--- src/rtl/sad_min_locator_if.sv ---
// sad_min_locator_if: SAD stream input and best-match result handshake bundle
interface sad_min_locator_if #(parameter int SAD_W = 10, LANES = 8, COLS = 640, ROWS = 480);
  logic start;
  logic in_valid;
  logic in_ready;
  logic [LANES*SAD_W-1:0] in_sad;
  logic out_valid;
  logic out_ready;
  logic [SAD_W-1:0] best_sad;
  logic [$clog2(ROWS)-1:0] best_row;
  logic [$clog2(COLS)-1:0] best_col;
  logic busy;
  modport master (output start, in_valid, in_sad, out_ready,
                  input in_ready, out_valid, best_sad, best_row, best_col, busy);
  modport slave (input start, in_valid, in_sad, out_ready,
                 output in_ready, out_valid, best_sad, best_row, best_col, busy);
endinterface

--- src/rtl/sad_min_locator.sv ---
// sad_min_locator: running argmin over a raster SAD stream with valid/ready result
module sad_min_locator #(parameter int SAD_W = 10, LANES = 8, COLS = 640, ROWS = 480) (
  input logic clk,
  input logic rst,
  sad_min_locator_if.slave bus
);
  localparam int BPR = COLS / LANES;
  localparam int BW = BPR > 1 ? $clog2(BPR) : 1;
  localparam int LW = LANES > 1 ? $clog2(LANES) : 1;
  localparam int RW = $clog2(ROWS);
  localparam int CW = $clog2(COLS);
  typedef enum logic [1:0] {IDLE, RUN, FLUSH, DONE} state_t;
  state_t state, state_nx;
  logic [BW-1:0] beat_cnt;
  logic [RW-1:0] row_cnt;
  logic flush_cnt;
  logic accept, last_beat, launch;
  logic [SAD_W-1:0] red_min;
  logic [LW-1:0] red_lane;
  logic s1_valid, s1_first;
  logic [SAD_W-1:0] s1_min;
  logic [LW-1:0] s1_lane;
  logic [BW-1:0] s1_beat;
  logic [RW-1:0] s1_row;
  logic [SAD_W-1:0] best_sad;
  logic [RW-1:0] best_row;
  logic [CW-1:0] best_col;
  assign accept = state == RUN && bus.in_valid;
  assign launch = state == IDLE && bus.start;
  assign last_beat = row_cnt == RW'(ROWS - 1) && beat_cnt == BW'(BPR - 1);
  assign bus.best_sad = best_sad;
  assign bus.best_row = best_row;
  assign bus.best_col = best_col;
  // state register
  always_ff @(posedge clk)
    if (rst) state <= IDLE;
    else state <= state_nx;
  // next state and handshake outputs; FLUSH holds two cycles so S1 and S2 drain
  always_comb begin
    state_nx = state;
    bus.in_ready = state == RUN;
    bus.out_valid = state == DONE;
    bus.busy = state == RUN || state == FLUSH;
    state_nx = launch ? RUN :
               accept && last_beat ? FLUSH :
               state == FLUSH && flush_cnt ? DONE :
               state == DONE && bus.out_ready ? IDLE : state;
  end
  // raster position of the next accepted beat
  always_ff @(posedge clk)
    if (rst || launch) begin
      beat_cnt <= '0;
      row_cnt <= '0;
      flush_cnt <= 1'b0;
    end else begin
      flush_cnt <= state == FLUSH ? ~flush_cnt : 1'b0;
      if (accept) begin
        beat_cnt <= beat_cnt == BW'(BPR - 1) ? '0 : beat_cnt + 1'b1;
        if (beat_cnt == BW'(BPR - 1)) row_cnt <= last_beat ? '0 : row_cnt + 1'b1;
      end
    end
  // lane reduction; strict compare keeps the lowest lane among equal minima
  always_comb begin
    red_min = bus.in_sad[SAD_W-1:0];
    red_lane = '0;
    for (int k = 1; k < LANES; k++)
      if (bus.in_sad[k*SAD_W +: SAD_W] < red_min) begin
        red_min = bus.in_sad[k*SAD_W +: SAD_W];
        red_lane = LW'(k);
      end
  end
  // S1: register beat minimum with its raster tags
  always_ff @(posedge clk)
    if (rst) s1_valid <= 1'b0;
    else begin
      s1_valid <= accept;
      s1_first <= row_cnt == '0 && beat_cnt == '0;
      s1_min <= red_min;
      s1_lane <= red_lane;
      s1_beat <= beat_cnt;
      s1_row <= row_cnt;
    end
  // S2: running minimum; first beat loads unconditionally, later beats need strictly less
  always_ff @(posedge clk)
    if (rst || launch) begin
      best_sad <= '1;
      best_row <= '0;
      best_col <= '0;
    end else if (s1_valid && (s1_first || s1_min < best_sad)) begin
      best_sad <= s1_min;
      best_row <= s1_row;
      best_col <= CW'(s1_beat) * CW'(LANES) + CW'(s1_lane);
    end
endmodule

--- src/flat_wrapper.sv ---
// flat-port wrapper written by rule: the top's interface ports become plain ports
module sad_min_locator_flat 
#(parameter int SAD_W = 10, LANES = 8, COLS = 640, ROWS = 480)
  (clk, rst, bus_start, bus_in_valid, bus_in_sad, bus_out_ready, bus_in_ready, bus_out_valid, bus_best_sad, bus_best_row, bus_best_col, bus_busy);
  sad_min_locator_if #(.SAD_W(SAD_W), .LANES(LANES), .COLS(COLS), .ROWS(ROWS)) bus_i ();
  input logic clk;
  input logic rst;
  input wire logic [$bits(bus_i.start)-1:0] bus_start;
  input wire logic [$bits(bus_i.in_valid)-1:0] bus_in_valid;
  input wire logic [$bits(bus_i.in_sad)-1:0] bus_in_sad;
  input wire logic [$bits(bus_i.out_ready)-1:0] bus_out_ready;
  output wire logic [$bits(bus_i.in_ready)-1:0] bus_in_ready;
  output wire logic [$bits(bus_i.out_valid)-1:0] bus_out_valid;
  output wire logic [$bits(bus_i.best_sad)-1:0] bus_best_sad;
  output wire logic [$bits(bus_i.best_row)-1:0] bus_best_row;
  output wire logic [$bits(bus_i.best_col)-1:0] bus_best_col;
  output wire logic [$bits(bus_i.busy)-1:0] bus_busy;
  assign bus_i.start = bus_start;
  assign bus_i.in_valid = bus_in_valid;
  assign bus_i.in_sad = bus_in_sad;
  assign bus_i.out_ready = bus_out_ready;
  assign bus_in_ready = bus_i.in_ready;
  assign bus_out_valid = bus_i.out_valid;
  assign bus_best_sad = bus_i.best_sad;
  assign bus_best_row = bus_i.best_row;
  assign bus_best_col = bus_i.best_col;
  assign bus_busy = bus_i.busy;
  sad_min_locator #(.SAD_W(SAD_W), .LANES(LANES), .COLS(COLS), .ROWS(ROWS)) u_core (.clk(clk), .rst(rst), .bus(bus_i));
endmodule
--- config.mk ---
export PLATFORM = sky130hd
export DESIGN_NAME = sad_min_locator_flat
export DESIGN_NICKNAME = d
export VERILOG_FILES = /design/src/rtl/sad_min_locator_if.sv /design/src/rtl/sad_min_locator.sv /design/src/flat_wrapper.sv
export SDC_FILE = /design/constraint.sdc
export NUM_CORES = 1
export LEC_CHECK = 0
export ABC_AREA = 0
export CAP_MARGIN = 20
export CORE_MARGIN = 2
export CORE_UTILIZATION = 58
export CTS_CLUSTER_DIAMETER = 120
export DETAILED_ROUTE_END_ITERATION = 7
export GPL_TIMING_DRIVEN = 0
export PLACE_DENSITY = 0.88
export SYNTH_ARGS = -nofsm -noshare
export SYNTH_HDL_FRONTEND = slang
export SYNTH_SLANG_ARGS = --single-unit
--- constraint.sdc ---
create_clock -name clk -period 51.6 [get_ports clk]
set_input_delay 10.32 -clock clk [delete_from_list [all_inputs] [get_ports clk]]
set_output_delay 10.32 -clock clk [all_outputs]
set_load 0.05 [all_outputs]
==> flow_summary.json <==
{
  "max_freq_mhz": 38.0,
  "seq_area_sq_um": 1880,
  "multi_input_area_sq_um": 3920,
  "stdcell_area_sq_um": 7740,
  "skew_ns": 0.0107,
  "grt_max_degree": 32,
  "numCtsBuffers": 9,
  "max-slew-margin-rel_pct": 33.5,
  "critPathTopFamily": "compound AO/OA/AOI/OAI gates",
  "rsz0062_at_grt": "false",
  "root_buffer": "clkbuf_8",
  "synth_edf_count": 30,
  "cp_num_buf_inv": 11,
  "synth_seq_area_share_pct": 30.6,
  "hold_viol": 0,
  "slowest_stage": "a2111oi_0",
  "cap_violations": 0,
  "clock_latency_ns": 0.36,
  "cts.sinks": 79,
  "die_h_um": 107,
  "dp_cells": 937,
  "synth_cell_types": 78,
  "cpPeakStageDelay_ns": 0.88,
  "synth_area_sq_um": 6140,
  "worstPathRequired_ns": 51.71,
  "power_leakage_nw": 3.39,
  "finalSetupViolCount": 0,
  "instances_no_fill": 955,
  "cp-end-kind": "flop",
  "holdWs_ns": 0.462,
  "num_rows": 37,
  "whs_path_depth": 2,
  "drtPass1Iterations": 5,
  "hpwl_um": 12400,
  "grt_use_total_pct": 27.6,
  "async_reset_ff_share_pct": 0,
  "cts_max_level": 3,
  "clk_path_buf_depth": 2,
  "fin_crit_ns": 26.30,
  "antenna_left": 0,
  "portBuffers": 116,
  "pin_count": 117,
  "slew_violations": 0,
  "cts_resized": 0,
  "vias_per_cell": 6.09,
  "path_class": "input pin to flop",
  "fin_nets": 975,
  "min_path_type": "flop to flop",
  "total_power_mw": 0.309,
  "avgSynthCellArea_sq_um": 8.97,
  "routed_wl_um": 15500,
  "ys_ff_latch": 79,
  "area_growth_pct": 26.0,
  "place_congestion": 0.901,
  "rr_worst_depth": 15,
  "ctsHoldBuffers": 0,
  "period_share_pct": 51.0,
  "diodes": 0,
  "path_depth": 66,
  "synthFlopType": "dfxtp_1",
  "path_clk_slew_ns": 0.08,
  "grt_pass1_vias": 5743,
  "critPathLaunchType": "input pin",
  "cts_tree": "done",
  "drt-initial-drc-count": 285,
  "worst_slew_pin_slew_ns": 0.972,
  "status": "complete, no violations",
  "fin_util_pct": 75.0,
  "synth_nets": 846,
  "setup-tns-final_ns": 0,
  "placed_cell_area_sq_um": 7470,
  "post-route-drc-count": 0,
  "layout-drive-gt1-share_pct": 6.72,
  "grt_antenna_before_repair": 0,
  "die_area_sq_um": 11400,
  "die_width_um": 107,
  "place_ws_ns": 25.30,
  "ir_worst_vdd_mv": 0.0229,
  "p_per_area_nw_per_um2": 40.0,
  "initial_core_util_pct": 59.5,
  "nFillCells": 724,
  "path_common_cell": "ha_1",
  "overflow": 0,
  "path_max_fanout": 10,
  "wl_per_cell_um": 16.2,
  "coreArea_sq_um": 10300,
  "grt_first_pass_wirelength_um": 25800,
  "yosys_warnings": 0,
  "worstPathArrival_ns": 26.40,
  "cts_setup_buffers": 0,
  "dr_total_vias": 5816,
  "syn_inst": 685,
  "fin_ws_ns": 25.30
}
## synthesized netlist by cell type, drive strengths merged, types with 3 or more instances
master  number  area, sq um
o21bai       9         67.6
nor4         3         18.8
nor2        38          145
nand2b       8         57.6
nand2       72          270
mux2         9          124
a21oi       49          264
dfxtp       49          981
xnor2        3         26.3
mux2i       31          310
a21o        25          189
clkbuf      11         41.3
inv         62          233
xor2         9         78.8
nand3       10         50.1
nor2b        3         18.8
nand3b       3         22.5
o22a         9         81.3
o21a        13         97.6
buf          9         65.1
o211a        8         80.1
edfxtp      30          901
o31ai        4         43.8
o211ai      28          224
and3         6         37.5
a211oi       9         72.6
nand4       13         87.6
ha          76          951
o21ai       37          185
a221oi       3         43.8
nor3         9         56.3
## routing by layer
layer	GRT usage, %	wire (um)
met1	33.0	6260
met2	50.9	7930
met3	2.92	910
met4	10.4	397
met5	0	0
## area by class of cell
cell class | instances | share of cell area [%]
tap | 136 | 2.20
multi-input combinational | 524 | 50.7
sequential | 79 | 24.3
inverter | 62 | 3.01
buffer | 20 | 1.37
clock buffer | 9 | 1.60
clock inverter | 7 | 1.42
timing repair buffer | 118 | 15.4
## registers in the layout, summed over array words and instances, names as in the netlist
| register | flops |
|---|---|
| u_core.s1_row | 9 |
| u_core.bus.best_sad | 10 |
| u_core.beat_cnt | 7 |
| u_core.row_cnt | 9 |
| u_core.s1_beat | 7 |
| u_core.flush_cnt | 1 |
| u_core.bus.best_row | 9 |
| u_core.s1_lane | 3 |
| u_core.bus.best_col | 10 |
| u_core.s1_valid | 1 |
| u_core.state | 2 |
| u_core.s1_first | 1 |
| u_core.s1_min | 10 |
## cell usage in the layout, fill, tap and decap left out, drive strengths merged, types with 10 or more instances in the layout
cell type	synthesis	final
ha	76	76
buf	9	10
mux2i	31	31
clkbuf	11	21
inv	62	66
nor2	38	38
nand2	72	72
a21o	25	25
nand4	13	13
edfxtp	30	30
clkdlybuf4s50	0	116
a21oi	49	49
o211ai	28	28
nand3	10	10
dfxtp	49	49
o21a	13	13
o21ai	37	37
## tightest hold or removal path: cells and delay by family (launching register included)
family,cells,cell delay (ns)
simple gates,1,0.05
mux,1,0.05
flops,1,0.31
## report_power, final
part / switching, mW / leakage (nW) / total [mW] / internal (mW)
sequential: 0.00320 / 0.701 / 0.0770 / 0.0738
combinational: 0.0980 / 2.57 / 0.179 / 0.0812
clock: 0.0248 / 0.116 / 0.0532 / 0.0284
## cell families after synthesis
group                      count (synthesis)  synth area share, %
muxes                                     40                 7.07
adders and majority gates                 76                 15.5
and+or+nand+nor                          181                 14.5
xor gates and xnor gates                  12                 1.71
buffers and inverters                     82                 5.52
DFF                                       79                 30.6
AOI/OAI and AO/OA                        215                 25.1
## path summary, 6_finish.rpt
check / start / endpoint / slack (ns)
setup / recovery: bus_in_sad[4] / u_core.s1_min[3]$_DFFE_PN_ / 25.30
hold / removal: u_core.bus.best_col[3]$_SDFFE_PP0P_ / u_core.bus.best_col[3]$_SDFFE_PP0P_ / 0.46
setup reg to reg: u_core.bus.best_sad[1]$_SDFFE_PP1P_ / u_core.bus.best_row[7]$_SDFFE_PP0P_ / 47.84
hold reg to reg: u_core.bus.best_col[3]$_SDFFE_PP0P_ / u_core.bus.best_col[3]$_SDFFE_PP0P_ / 0.46
(Power assumes the default switching activity.)
